[src/rtl/simd_lane_accum_pkg.sv]
// Shared definitions for the SIMD lane accumulator.
//   - state_e    : frame FSM state encoding
//   - DefDataW   : default lane input width
//   - DefAccW    : default per-lane accumulator width
//   - DefFrameLen: default number of valid beats per frame
//   - clog2()    : constant ceiling-log2 used for counter sizing and parameter checks
package simd_lane_accum_pkg;

   typedef enum logic [1:0] {
      StIdle  = 2'd0,
      StRun   = 2'd1,
      StTotal = 2'd2,
      StDone  = 2'd3
   } state_e;

   localparam int unsigned DefDataW    = 10;
   localparam int unsigned DefAccW     = 14;
   localparam int unsigned DefFrameLen = 16;

   // Ceiling log2; clog2(1) = 0.
   function automatic int unsigned clog2(input int unsigned value);
      int unsigned res;
      int unsigned rem;
      res = 0;
      rem = (value > 0) ? value - 1 : 0;
      while (rem > 0) begin
         res = res + 1;
         rem = rem >> 1;
      end
      return res;
   endfunction

endpackage

[src/rtl/simd_lane_accum_acc.sv]
// Single-lane clear/accumulate/capture register.
//   clk     : clock, rising edge
//   rst     : synchronous active-high reset, overrides ce
//   ce      : clock enable; all registers hold when low
//   clr     : clear the running accumulator
//   add_en  : add din into the accumulator
//   capture : load sum with acc + din (the final beat of a frame)
//   din     : unsigned lane input
//   acc     : running accumulator
//   sum     : captured frame sum, held until the next capture
module simd_lane_acc
   import simd_lane_accum_pkg::*;
#(
   parameter int unsigned DATA_W = DefDataW,
   parameter int unsigned ACC_W  = DefAccW
) (
   input  logic              clk,
   input  logic              rst,
   input  logic              ce,
   input  logic              clr,
   input  logic              add_en,
   input  logic              capture,
   input  logic [DATA_W-1:0] din,
   output logic [ACC_W-1:0]  acc,
   output logic [ACC_W-1:0]  sum
);

   logic [ACC_W-1:0] acc_next;

   assign acc_next = acc + ACC_W'(din);

   always_ff @(posedge clk) begin
      if (rst) begin
         acc <= '0;
         sum <= '0;
      end else if (ce) begin
         if (clr) begin
            acc <= '0;
         end else if (add_en) begin
            acc <= acc_next;
         end
         // Capture includes the current beat so the frame closes without an extra cycle.
         if (capture) begin
            sum <= acc_next;
         end
      end
   end

endmodule

[src/rtl/simd_lane_accum.sv]
// Four-lane frame accumulator with ap_ctrl_hs-style control.
//   ap_clk, ap_rst, ap_ce          : clock, synchronous active-high reset, clock enable
//   ap_start/ap_ready/ap_done/ap_idle : block-level handshake
//   in_vld, in1..in4               : lane results from the upstream SIMD adder
//   sum1..sum4                     : per-lane frame sums (registered, held between frames)
//   sum_total                      : sum of sum1..sum4 (registered)
//   sum_ap_vld                     : output valid, identical to ap_done
module simd_lane_accum
   import simd_lane_accum_pkg::*;
#(
   parameter int unsigned DATA_W    = DefDataW,
   parameter int unsigned FRAME_LEN = DefFrameLen,
   parameter int unsigned ACC_W     = DefAccW
) (
   input  logic              ap_clk,
   input  logic              ap_rst,
   input  logic              ap_ce,
   input  logic              ap_start,
   output logic              ap_ready,
   output logic              ap_done,
   output logic              ap_idle,
   input  logic              in_vld,
   input  logic [DATA_W-1:0] in1,
   input  logic [DATA_W-1:0] in2,
   input  logic [DATA_W-1:0] in3,
   input  logic [DATA_W-1:0] in4,
   output logic [ACC_W-1:0]  sum1,
   output logic [ACC_W-1:0]  sum2,
   output logic [ACC_W-1:0]  sum3,
   output logic [ACC_W-1:0]  sum4,
   output logic [ACC_W+1:0]  sum_total,
   output logic              sum_ap_vld
);

   localparam int unsigned CntW = clog2(FRAME_LEN);

   if (FRAME_LEN < 2) begin : g_frame_len_err
      $error("simd_lane_accum: FRAME_LEN must be >= 2");
   end
   if (ACC_W < DATA_W + clog2(FRAME_LEN)) begin : g_acc_w_err
      $error("simd_lane_accum: ACC_W too narrow for DATA_W and FRAME_LEN");
   end

   state_e            state;
   logic [CntW-1:0]   cnt;

   logic              lane_clr;
   logic              lane_add;
   logic              last_beat;

   logic [DATA_W-1:0] lane_din [4];
   logic [ACC_W-1:0]  lane_acc [4];
   logic [ACC_W-1:0]  lane_sum [4];

   assign lane_din[0] = in1;
   assign lane_din[1] = in2;
   assign lane_din[2] = in3;
   assign lane_din[3] = in4;

   assign lane_clr  = (state == StIdle) && ap_start;
   assign lane_add  = (state == StRun) && in_vld;
   assign last_beat = lane_add && (cnt == CntW'(FRAME_LEN - 1));

   for (genvar i = 0; i < 4; i++) begin : g_lane
      simd_lane_acc #(
         .DATA_W (DATA_W),
         .ACC_W  (ACC_W)
      ) u_lane (
         .clk     (ap_clk),
         .rst     (ap_rst),
         .ce      (ap_ce),
         .clr     (lane_clr),
         .add_en  (lane_add),
         .capture (last_beat),
         .din     (lane_din[i]),
         .acc     (lane_acc[i]),
         .sum     (lane_sum[i])
      );
   end

   // The running accumulators are only observed inside the lanes.
   logic unused_lane_acc;
   assign unused_lane_acc = ^{lane_acc[0], lane_acc[1], lane_acc[2], lane_acc[3]};

   assign sum1 = lane_sum[0];
   assign sum2 = lane_sum[1];
   assign sum3 = lane_sum[2];
   assign sum4 = lane_sum[3];

   assign ap_idle    = (state == StIdle);
   assign ap_ready   = (state == StIdle) && ap_start && ap_ce;
   assign sum_ap_vld = ap_done;

   always_ff @(posedge ap_clk) begin
      if (ap_rst) begin
         state     <= StIdle;
         cnt       <= '0;
         sum_total <= '0;
         ap_done   <= 1'b0;
      end else if (ap_ce) begin
         unique case (state)
            StIdle: begin
               if (ap_start) begin
                  cnt   <= '0;
                  state <= StRun;
               end
            end
            StRun: begin
               if (in_vld) begin
                  if (last_beat) begin
                     cnt   <= '0;
                     state <= StTotal;
                  end else begin
                     cnt <= cnt + CntW'(1);
                  end
               end
            end
            StTotal: begin
               // Lane sums were captured on the final beat and are stable here.
               sum_total <= (ACC_W+2)'(sum1) + (ACC_W+2)'(sum2)
                          + (ACC_W+2)'(sum3) + (ACC_W+2)'(sum4);
               ap_done   <= 1'b1;
               state     <= StDone;
            end
            StDone: begin
               ap_done <= 1'b0;
               state   <= StIdle;
            end
            default: begin
               state <= StIdle;
            end
         endcase
      end
   end

endmodule

[config.mk]
export PLATFORM = sky130hd
export DESIGN_NAME = simd_lane_accum
export DESIGN_NICKNAME = d
export VERILOG_FILES = /design/src/rtl/simd_lane_accum_pkg.sv /design/src/rtl/simd_lane_accum_acc.sv /design/src/rtl/simd_lane_accum.sv
export SDC_FILE = /design/constraint.sdc
export NUM_CORES = 1
export LEC_CHECK = 0
export CORE_ASPECT_RATIO = 1.4
export CORE_UTILIZATION = 50
export DETAILED_ROUTE_END_ITERATION = 10
export GPL_TIMING_DRIVEN = 0
export PLACE_DENSITY = 0.73
export SETUP_SLACK_MARGIN = 0.05
export SYNTH_ARGS = -nofsm -noshare
export SYNTH_HDL_FRONTEND = slang
export SYNTH_SLANG_ARGS = --single-unit
[constraint.sdc]
create_clock -name ap_clk -period 2.9 [get_ports ap_clk]
set_input_delay 0.58 -clock ap_clk [delete_from_list [all_inputs] [get_ports ap_clk]]
set_output_delay 0.58 -clock ap_clk [all_outputs]
set_load 0.03 [all_outputs]
==> flow_summary_export.csv <==
group,metric,value,unit
cells_and_area,finalNetCount,1334,
routing,via_per_inst,5.97,
outcome,violations,"setup timing",
yosys,syn_avg_cell_area,8.18,um^2
yosys,async_reset_ff_frac,0,
sta,fin_skew,0.00738,ns
critical_path,crit_end,"sum_total[14]$_SDFFE_PP0P_",
yosys,synth_edf_count,0,
routing,vias,8438,
pwr,cellLeakagePower,4.36,nW
yosys,synth.distinct_cells,67,
clock_tree,clk_pin_slew_worst_paths,0.06,ns
die,row_count,56,
grt,grt_use_total,0.319,
sta,tightestPinTransition,0.863,ns
grt,grt_max_degree,17,
yosys,ys_seq_elements,135,
clock_tree,cts_tree,"built",
job,drv_cap,0,
critical_path,reg2reg_depth,11,
sta,fmax,318,MHz
yosys,synth_nets,1180,
routing,ant_nets,0,
critical_path,crit_fanout,3,
critical_path,rr_endpoint,"sum_total[14]$_SDFFE_PP0P_",
critical_path,r2r_setup_slack,-0.24,ns
yosys,synth_warnings,0,
outcome,status,"finished with violations",
die,die_h,157,um
clock_tree,cts_max_path_buffers,2,
placed_design,detailed_place_hpwl,20400,um
clock_tree,htreeDepth,4,
placed_design,pre_cts_slack,-0.322,ns
routing,wl_per_cell,19.4,um
clock_tree,cts_hold_buf,0,
sta,finalCriticalPeriod,3.14,ns
yosys,synthFlopType,"dfxtp_1",
sta,fin_hold_ws,0.448,ns
die,core_area,16700,um^2
clock_tree,cts_root_buf,"clkbuf_16",
hold_path,hp-start,"sum_total[6]$_SDFFE_PP0P_",
routing,firstDrtPassIters,5,
hold_path,hold_path.class,"register to register",
pwr,p_per_area,403,nW/um^2
critical_path,max_stage_delay,0.55,ns
placed_design,io_buffers,118,
grt,grt_pass1_wl,42400,um
critical_path,start_kind,"register",
clock_tree,cts.sinks,135,
clock_tree,insertion_delay,0.43,ns
sta,maxSlewViolCount,0,
grt,grt_overflow_total,0,
yosys,netlist_area,8530,um^2
routing,drc,0,
clock_tree,cts_buffers,17,
critical_path,crit_chain,"inv_2 > fa_1 > fa_1 > inv_2 > ha_4 > a21o_1 > a21oi_2 > a21oi_4 > nor3_2 > mux2_4 > a221o_1",
yosys,syn_inst,1043,
critical_path,reg2reg_from,"g_lane[2].u_lane.sum[4]$_SDFFE_PP0P_",
critical_path,worst-endpoint-arrival,3.46,ns
sta,final_hold_viol_count,0,
routing,drt_iter0_markers,609,
sta,rsz0062_at_grt,"yes",
critical_path,path_delay_family,"adder cells",
critical_path,slowest_stage,"fa_1",
critical_path,startpoint,"g_lane[2].u_lane.sum[4]$_SDFFE_PP0P_",
sta,setup_ws,-0.241,ns
cells_and_area,drive_above_1_share,0.119,
sta,slew_headroom,0.425,
cells_and_area,syn2layout_area_growth,28.0,%
grt,antenna_found_initial,0,
critical_path,crit_cells,11,
critical_path,cp.required,3.22,ns
critical_path,worst-path-buf-inv,2,
yosys,seq_area_frac_synth,0.317,
critical_path,endpoint_kind,"register",
cells_and_area,antennaDiodeCount,0,
critical_path,critPathKind,"register to register",
die,ios,121,
placed_design,globalplace.congestion,0.951,
die,dieArea,17600,um^2
pwr,ir_drop,0.000302,V
routing,route.final.wire_length,27500,um
sta,setup_viol,7,
grt,grt_pass1_vias,8159,
sta,finalCritPeriodShare,1.08,
die,start_util,0.510,
die,die_w,112,um
==> cell type report <==
class	instances	area, um^2
plain buffers	47	195
multi-input cells	759	5440
inverters	102	383
fillers	1423	5830
repair buffers	135	1320
well taps	203	254
clock inverters	7	38.8
clock buffers	25	518
flip-flops and latches	135	2780
==> worst reg2reg max path: stages (launching register included) <==
cell and delay, ns:
dfxtp_4 0.34, inv_2 0.03, fa_1 0.48, fa_1 0.55, inv_2 0.06, ha_4 0.22, a21o_1 0.19, a21oi_2 0.25
a21oi_4 0.12, nor3_2 0.20, mux2_4 0.31, a221o_1 0.28
==> cells in the mapped netlist, types with 13 or more instances <==
| cell type | number | share of area |
|---|---|---|
| a211oi_1 | 17 | 0.015 |
| a21o_1 | 23 | 0.020 |
| a21oi_1 | 98 | 0.057 |
| a22oi_1 | 21 | 0.018 |
| clkbuf_1 | 30 | 0.013 |
| dfxtp_1 | 135 | 0.32 |
| fa_1 | 32 | 0.075 |
| ha_1 | 60 | 0.088 |
| inv_1 | 102 | 0.045 |
| nand2_1 | 127 | 0.056 |
| nand3_1 | 19 | 0.011 |
| nor2_1 | 71 | 0.031 |
| nor3_1 | 22 | 0.013 |
| o21a_1 | 19 | 0.017 |
| o21ai_0 | 51 | 0.030 |
| o21ai_1 | 13 | 0.0076 |
| xnor2_1 | 24 | 0.025 |
==> how the worst min path moves through the flow <==
| stage | to | cells after the start |
|---|---|---|
| 3_3_place_gp | sum_total[12]$_SDFFE_PP0P_ | 2 |
| 3_5_place_dp | sum_total[12]$_SDFFE_PP0P_ | 2 |
| 5_1_grt | sum_total[13]$_SDFFE_PP0P_ | 2 |
| 2_1_floorplan | g_lane[0].u_lane.acc[8]$_SDFFE_PP0P_ | 2 |
| 6_report | sum_total[6]$_SDFFE_PP0P_ | 2 |
| 4_1_cts | ap_done$_SDFFE_PP0P_ | 2 |
==> where the power goes <==
group	internal, mW	switching (mW)	total [mW]	leakage [nW]
clock	1.23	0.853	2.09	0.277
sequential	1.86	0.0159	1.88	1.11
combinational	0.166	0.278	0.444	2.97
total	3.26	1.15	4.41	4.36
==> through the flow <==
| stage | power (mW) | area, um^2 | TNS [ns] | instances | util |
|---|---|---|---|---|---|
| after floorplan | 2.17 | 8680 | -0.389 | 1043 | - |
| after global placement | 2.34 | 10100 | -3.10 | 1364 | 0.604 |
| after detailed placement | 2.35 | 10100 | -3.42 | 1364 | 0.604 |
| after CTS | 4.39 | 10900 | -0.873 | 1411 | 0.649 |
| after global routing | 4.52 | 10900 | -1.49 | 1413 | 0.652 |
| final | 4.41 | 10900 | -0.752 | 1413 | 0.652 |
==> sequential cells by signal, indices dropped and copies added, names as in the netlist <==
| name | flops |
|---|---|
| g_lane.u_lane.acc | 56 |
| cnt | 4 |
| sum_total | 16 |
| g_lane.u_lane.sum | 56 |
| ap_done | 1 |
| state | 2 |
==> cells by family after synthesis <==
logic type	synth area share
AOI/OAI and AO/OA	0.254
and+or+nand+nor	0.159
buffers and inverters	0.0677
DFF	0.317
adders and majority gates	0.163
xor gates and xnor gates	0.0359
muxes	0.00367
==> cell usage in the layout, fill, tap and decap left out, types with 10 or more instances in the layout <==
master and count:
a22oi_1 21, dfxtp_1 104, nor3_1 21, dfxtp_4 15, fa_1 27, xor2_1 11
nor2_1 71, inv_1 91, nand4_1 12, clkbuf_1 34, a21o_1 23, o21ai_0 49
a211oi_1 17, nand3_1 19, buf_4 16, buf_2 12, o21a_1 19, o21ai_1 13
inv_2 11, or3_1 11, xnor2_1 23, nand2_1 127, nor2b_1 10, a31oi_1 11
clkbuf_16 19, ha_1 51, dfxtp_2 16, a21oi_1 92, clkdlybuf4s50_1 117
==> what timing repair did <==
action                     in CTS  in global routing
gates cloned                    0                  0
pin swaps                      30                 13
gates resized for setup        25                  9
setup endpoints to repair       9                 10
setup buffers                  15                  2
==> layer usage <==
layer,up-vias,GRT usage,wire [um],part of all wire
met5,-,0,0,0
li1,3992,-,-,-
met4,0,0.164,1210,0.044
met2,349,0.557,13700,0.50
met1,4011,0.371,10600,0.39
met3,86,0.0616,1900,0.069
No activity file was read; power rests on OpenSTA's default activity.
